[config.mk]
export PLATFORM = sky130hd
export DESIGN_NAME = vga_timing_monitor
export DESIGN_NICKNAME = d
export VERILOG_FILES = /design/src/rtl/vga_timing_monitor.sv
export SDC_FILE = /design/constraint.sdc
export NUM_CORES = 1
export LEC_CHECK = 0
export BUFFER_PORTS_ARGS = -buffer_cell sky130_fd_sc_hd__buf_2
export CAP_MARGIN = 10
export CORE_ASPECT_RATIO = 1.4
export CORE_UTILIZATION = 40
export DETAILED_ROUTE_END_ITERATION = 8
export GPL_ROUTABILITY_DRIVEN = 1
export PLACE_DENSITY_LB_ADDON = 0.2
export SYNTH_ARGS = -nofsm -noshare
export SYNTH_HDL_FRONTEND = slang
export SYNTH_SLANG_ARGS = --single-unit
[constraint.sdc]
create_clock -name clk -period 3.34 [get_ports clk]
set_input_delay 0.334 -clock clk [delete_from_list [all_inputs] [get_ports clk]]
set_output_delay 0.334 -clock clk [all_outputs]
set_load 0.005 [all_outputs]
[src/rtl/vga_timing_monitor.sv]
// vga_timing_monitor: passive VGA raster checker. Measures hsync/vsync timing
// against the configured mode, locks onto a valid raster, counts frames and
// sums r+g+b over the active area of every completed frame.
module vga_timing_monitor #(
    parameter int unsigned H_ACTIVE    = 640,
    parameter int unsigned H_FP        = 16,
    parameter int unsigned H_SYNC      = 96,
    parameter int unsigned H_BP        = 48,
    parameter int unsigned V_ACTIVE    = 480,
    parameter int unsigned V_FP        = 10,
    parameter int unsigned V_SYNC      = 2,
    parameter int unsigned V_BP        = 33,
    parameter bit          SYNC_POL    = 1'b0,
    parameter int unsigned COLOR_W     = 4,
    parameter int unsigned LOCK_FRAMES = 2
) (
    input  logic               clk,
    input  logic               rst,
    input  logic               pix_en,
    input  logic               hsync,
    input  logic               vsync,
    input  logic [COLOR_W-1:0] r,
    input  logic [COLOR_W-1:0] g,
    input  logic [COLOR_W-1:0] b,
    input  logic               err_clr,
    output logic               locked,
    output logic               h_err,
    output logic               v_err,
    output logic [15:0]        frame_cnt,
    output logic [31:0]        frame_sum,
    output logic               frame_done
);
    localparam int unsigned H_TOTAL = H_FP + H_SYNC + H_BP + H_ACTIVE;
    localparam int unsigned V_TOTAL = V_FP + V_SYNC + V_BP + V_ACTIVE;
    localparam int unsigned H_MAX   = 2 * H_TOTAL;
    localparam int unsigned V_MAX   = 2 * V_TOTAL;
    localparam int unsigned HW      = $clog2(H_MAX + 1);
    localparam int unsigned VW      = $clog2(V_MAX + 1);
    localparam int unsigned LW      = $clog2(LOCK_FRAMES + 1);

    localparam logic [1:0] SEARCH = 2'd0;
    localparam logic [1:0] TRACK  = 2'd1;
    localparam logic [1:0] LOCKED = 2'd2;

    logic [1:0]    state, state_d;
    logic [LW-1:0] trk_cnt, trk_d;
    logic          hs_prev, vs_prev;
    logic [HW-1:0] h_cnt;
    logic          h_seen;
    logic [VW-1:0] v_cnt, vs_lines;
    logic          v_pend, v_anchor, vs_seen;
    logic [31:0]   acc;
    logic          frame_bad;

    logic          hs_act, vs_act, h_lead, h_trail, v_lead, v_trail;
    logic [HW-1:0] h_inc, h_pos;
    logic [VW-1:0] v_inc, v_pos, vs_inc;
    logic          h_tmo, h_err_now, v_rst, v_per_err, v_wid_err, v_err_now, err_now;
    logic          pix_act;
    logic [31:0]   pix_sum;

    // Edge detection, counter next values and timing error decode for the current tick.
    // A vsync edge coinciding with an hsync edge restarts the line count on that same line.
    always_comb begin
        hs_act    = (hsync == SYNC_POL);
        vs_act    = (vsync == SYNC_POL);
        h_lead    = hs_act & ~hs_prev;
        h_trail   = ~hs_act & hs_prev;
        v_lead    = vs_act & ~vs_prev;
        v_trail   = ~vs_act & vs_prev;

        h_inc     = (h_cnt == HW'(H_MAX)) ? h_cnt : HW'(h_cnt + 1'b1);
        h_pos     = h_lead ? '0 : h_inc;
        h_tmo     = ~h_lead & (h_cnt == HW'(H_MAX - 1));
        h_err_now = h_tmo
                  | (h_seen & h_lead  & (h_cnt != HW'(H_TOTAL - 1)))
                  | (h_seen & h_trail & (h_cnt != HW'(H_SYNC - 1)));

        v_rst     = h_lead & (v_pend | v_lead);
        v_inc     = (v_cnt == VW'(V_MAX)) ? v_cnt : VW'(v_cnt + 1'b1);
        v_pos     = v_rst ? '0 : (h_lead ? v_inc : v_cnt);
        vs_inc    = (vs_lines == VW'(V_MAX)) ? vs_lines : VW'(vs_lines + 1'b1);
        v_per_err = v_rst & v_anchor & (v_cnt != VW'(V_TOTAL - 1));
        v_wid_err = v_trail & vs_seen & (vs_lines != VW'(V_SYNC));
        v_err_now = v_per_err | v_wid_err;
        err_now   = h_err_now | v_err_now;

        pix_act   = (h_pos >= HW'(H_SYNC + H_BP)) & (h_pos < HW'(H_SYNC + H_BP + H_ACTIVE))
                  & (v_pos >= VW'(V_SYNC + V_BP)) & (v_pos < VW'(V_SYNC + V_BP + V_ACTIVE));
        pix_sum   = 32'(r) + 32'(g) + 32'(b);
    end

    // Lock state machine: next state and clean-frame count.
    always_comb begin
        state_d = state;
        trk_d   = trk_cnt;
        if (pix_en) begin
            if (h_tmo) begin
                state_d = SEARCH;
                trk_d   = '0;
            end else begin
                case (state)
                    SEARCH: begin
                        if (v_lead) begin
                            state_d = TRACK;
                            trk_d   = '0;
                        end
                    end
                    TRACK: begin
                        if (err_now) begin
                            trk_d = '0;
                        end else if (v_lead && !frame_bad) begin
                            if (trk_cnt == LW'(LOCK_FRAMES - 1)) begin
                                state_d = LOCKED;
                                trk_d   = '0;
                            end else begin
                                trk_d = LW'(trk_cnt + 1'b1);
                            end
                        end
                    end
                    LOCKED: begin
                        if (err_now) begin
                            state_d = TRACK;
                            trk_d   = '0;
                        end
                    end
                    default: begin
                        state_d = SEARCH;
                        trk_d   = '0;
                    end
                endcase
            end
        end
    end

    // State register and lock output.
    always_ff @(posedge clk) begin
        if (rst) begin
            state   <= SEARCH;
            trk_cnt <= '0;
            locked  <= 1'b0;
        end else begin
            state   <= state_d;
            trk_cnt <= trk_d;
            locked  <= (state_d == LOCKED);
        end
    end

    // Sticky error flags; a new error beats a simultaneous clear.
    always_ff @(posedge clk) begin
        if (rst) begin
            h_err <= 1'b0;
            v_err <= 1'b0;
        end else begin
            h_err <= (h_err & ~err_clr) | (pix_en & h_err_now);
            v_err <= (v_err & ~err_clr) | (pix_en & v_err_now);
        end
    end

    // Sync history, raster counters and per-frame checksum, advanced on pixel ticks.
    always_ff @(posedge clk) begin
        if (rst) begin
            hs_prev    <= 1'b0;
            vs_prev    <= 1'b0;
            h_cnt      <= '0;
            h_seen     <= 1'b0;
            v_cnt      <= '0;
            v_pend     <= 1'b0;
            v_anchor   <= 1'b0;
            vs_seen    <= 1'b0;
            vs_lines   <= '0;
            acc        <= '0;
            frame_bad  <= 1'b0;
            frame_cnt  <= '0;
            frame_sum  <= '0;
            frame_done <= 1'b0;
        end else begin
            frame_done <= 1'b0;
            if (pix_en) begin
                hs_prev   <= hs_act;
                vs_prev   <= vs_act;
                h_cnt     <= h_pos;
                v_cnt     <= v_pos;
                h_seen    <= h_tmo ? 1'b0 : (h_seen | h_lead);
                v_anchor  <= h_tmo ? 1'b0 : (v_anchor | v_rst);
                vs_seen   <= h_tmo ? 1'b0 : (vs_seen | v_lead);
                if (h_tmo || h_lead) begin
                    v_pend <= v_lead & ~h_lead & ~h_tmo;
                end else if (v_lead) begin
                    v_pend <= 1'b1;
                end
                if (v_lead) begin
                    vs_lines <= h_lead ? VW'(1) : '0;
                end else if (vs_act && h_lead) begin
                    vs_lines <= vs_inc;
                end
                frame_bad <= v_lead ? 1'b0 : (frame_bad | err_now);
                if (v_lead) begin
                    acc <= pix_act ? pix_sum : '0;
                    if (state != SEARCH) begin
                        frame_sum  <= acc;
                        frame_done <= 1'b1;
                        if (state == LOCKED) begin
                            frame_cnt <= 16'(frame_cnt + 16'd1);
                        end
                    end
                end else if (pix_act) begin
                    acc <= acc + pix_sum;
                end
            end
        end
    end

endmodule
==> results.ini <==
[yosys]
seq_area_frac_synth = 0.375
avgSynthCellArea_um2 = 7.97
synthSimpleGateAreaFrac = 0.280
synth_cells = 857
syn-num-nets = 898
ys_ff_latch = 128
async_flop_share = 0
synth_mux_area_frac = 0.00751
synth_edf_count = 0
yosys_most_used_dff = dfxtp_1
synthXorXnorAreaFrac = 0.0397
synth_adder_area_share = 0.0487
synth_cell_type_count = 68
synth_top_family_by_area = simple AND/OR/NAND/NOR gates
synth-compound-area-share = 0.198
syn-cell-area_mm2 = 0.00683
synth_warnings = 0

[timing]
fmax_ghz = 0.320
min_period_ns = 3.13
finClkSkew_ns = 0.0100
maxSlewHeadroom = 0.534
worst_pin_slew_ns = 0.699
fin_crit_sh = 0.936
rsz0062_at_grt = false
slew_viol_final = 0
setup_viol_count_final = 0
hold_viol_final = 0
whs_ns = 0.169

[global_route]
grt_first_pass_wirelength_um = 28500
track_usage = 0.201
grt_pass1_vias = 5981
antenna_found_initial = 0
overflow = 0
grt_start_max_net_pins = 61

[setup_path]
r2r-start = v_cnt[1]
path_max_fanout = 3
worstSetupEndpoint = acc[16]
r2r-end = acc[9]
cp-end-kind = register
criticalPathCategory = in -> reg
cp_data_arrival_time_ns = 3.47
reg2reg_depth = 10
startpoint = b[1]
cp-start-kind = input pin
required_ns = 3.69
reg2reg_slack_ns = 0.23

[pwr]
power.density_mw_per_mm2 = 451
leakage_nw = 3.08
ir_drop_uv = 214

[clock_tree]
cts_resized = 0
cts_made_buffers = 17
cts.sinks = 128
cts_setup_buffers = 0
cts_tree = done
cts_hold_buf = 0
htreeDepth = 4
path_clk_slew_ns = 0.06
clockBufferDepth = 2
clk_latency_ns = 0.42
root_buffer = clkbuf_16

[hold_path]
hold_class = in -> reg

[die]
coreArea_mm2 = 0.0167
die_area_mm2 = 0.0176
pin_count = 70
die_x_um = 112
initial_core_util = 0.408
row_count = 56
chipHeight_um = 157

[routing]
via_per_inst = 5.48
wl_um = 16500
initialDrtViolationCount = 289
vias = 6308
dr.pass1.iters = 4
ant_nets = 0
drc = 0
drt-wirelength-per-cell_um = 14.3

[placed_design]
placed_cell_area_mm2 = 0.00756
gp_routability_congestion = 0.839
post-dp-hpwl_um = 11600
io_buffers = 69

[final_layout]
antennaDiodeCount = 0
drive_gt1_frac = 0.195
fillerInstances = 1646
design_area_mm2 = 0.00812
final_nets = 978
area_growth_pct = 18.9

[run]
cap_violations = 0

[run_status]
outcome = completed

-- sequential cells by signal, indices dropped and copies added (netlist names), 2 cells and up --
name / cells
h_cnt: 11
acc: 32
v_cnt: 11
frame_cnt: 16
trk_cnt: 2
vs_lines: 11
frame_sum: 32
state: 2
-- synthesized netlist by cell type (5+ instances only) --
library cell	instances	share of area
a22oi_1	8	0.0088
ha_1	17	0.031
xnor2_1	12	0.015
or3_1	20	0.018
inv_1	24	0.013
and3_1	18	0.016
o31ai_1	9	0.0099
clkbuf_1	38	0.021
nand2_1	117	0.064
nor2_1	82	0.045
nor3_1	21	0.015
nand2b_1	8	0.0073
xor2_1	19	0.024
a21oi_2	11	0.014
or4_1	11	0.012
a211oi_1	7	0.0077
nand4_1	27	0.025
and2_1	5	0.0046
o21ai_2	10	0.013
a21oi_1	87	0.064
dfxtp_1	128	0.37
fa_1	6	0.018
nand3_1	25	0.018
buf_2	7	0.0051
o21ai_0	44	0.032
nor4_1	7	0.0064
a21o_1	9	0.0099
o21a_1	8	0.0088
-- worst min-delay path by stage --
stage | cells past startpoint | endpoint | from | slack [ns]
2_1_floorplan | 1 | hs_prev | hsync | 0.43
3_3_place_gp | 2 | frame_sum[16] | frame_sum[16] | 0.44
3_5_place_dp | 2 | frame_sum[14] | frame_sum[14] | 0.44
4_1_cts | 2 | hs_prev | hsync | 0.16
5_1_grt | 2 | hs_prev | hsync | 0.19
6_report | 2 | hs_prev | hsync | 0.17
-- cells in the final DEF, fill, tap and decap left out, drive strengths merged, types with 5 or more instances in the layout --
cell / Yosys / final
inv: 24 / 24
nand2b: 8 / 8
buf: 14 / 113
nand2: 117 / 117
nor4: 9 / 9
nand4: 28 / 28
nor3: 22 / 22
nand3: 25 / 25
a211oi: 7 / 7
dfxtp: 128 / 128
clkbuf: 38 / 20
o31ai: 10 / 10
a31oi: 6 / 6
a21o: 9 / 9
xnor2: 12 / 12
o21a: 8 / 8
o21ai: 57 / 57
xor2: 19 / 19
nor2: 84 / 84
or4: 11 / 11
fa: 6 / 6
and3: 20 / 20
a21oi: 98 / 98
and2: 5 / 5
clkinv: 0 / 6
a22oi: 8 / 8
or3: 20 / 20
ha: 17 / 17
-- stage by stage --
stage,total power (W),setup WS (ns),utilization,setup TNS (ns),std cells
6_report,0.00366,0.214,0.485,0,1152
5_1_grt,0.00380,0.0202,0.485,0,1152
4_1_cts,0.00371,0.202,0.485,0,1152
3_5_place_dp,0.00191,-0.224,0.451,-1.59,1121
3_3_place_gp,0.00191,-0.165,0.451,-0.814,1121
2_1_floorplan,0.00181,0.00411,-,0,857
-- cell families (layout without fill, tap and decap cells) --
family	after synthesis	count (layout)
AOI/OAI and AO/OA	218	218
muxes	5	5
buffers and inverters	76	168
and+or+nand+nor	376	376
adders and majority gates	23	23
xor gates and xnor gates	31	31
DFF	128	128
-- power by group --
| group | switching [W] | leakage (nW) | internal (W) | total (W) |
|---|---|---|---|---|
| logic | 0.000198 | 1.78 | 0.000130 | 0.000328 |
| clock network | 0.000675 | 0.271 | 0.00111 | 0.00178 |
| registers | 0.0000117 | 1.03 | 0.00154 | 0.00155 |
| total | 0.000886 | 3.08 | 0.00277 | 0.00366 |
-- worst max-delay path, cell delays in order --
cell and delay, ns:
buf_2 0.08, inv_1 0.04, fa_1 0.52, inv_1 0.05
ha_2 0.19, fa_2 0.37, xor2_1 0.16, ha_1 0.28
inv_1 0.05, nor2_1 0.08, nor2_1 0.07, o21bai_1 0.23
a21oi_2 0.09, or4_1 0.48, or3_1 0.32, a21oi_1 0.13
-- final cells by class --
type / instances / area, um^2 / area share
Multi-Input combinational cell: 653 / 3960 / 0.488
Sequential cell: 128 / 2560 / 0.315
Clock buffer: 20 / 447 / 0.0550
Timing Repair Buffer: 113 / 691 / 0.0850
Clock inverter: 11 / 116 / 0.0143
Tap cell: 203 / 254 / 0.0313
Inverter: 24 / 90.1 / 0.0111
-- routing by layer --
metal  vias to the layer above  part of all wire  global-route usage
li1                       3200                 -                   -
met1                      2965              0.44               0.234
met2                       114              0.51               0.359
met3                        29             0.031              0.0391
met4                         0             0.021              0.0800
met5                         -                 0                   0
Note: power is estimated with default switching activity, not from simulation.
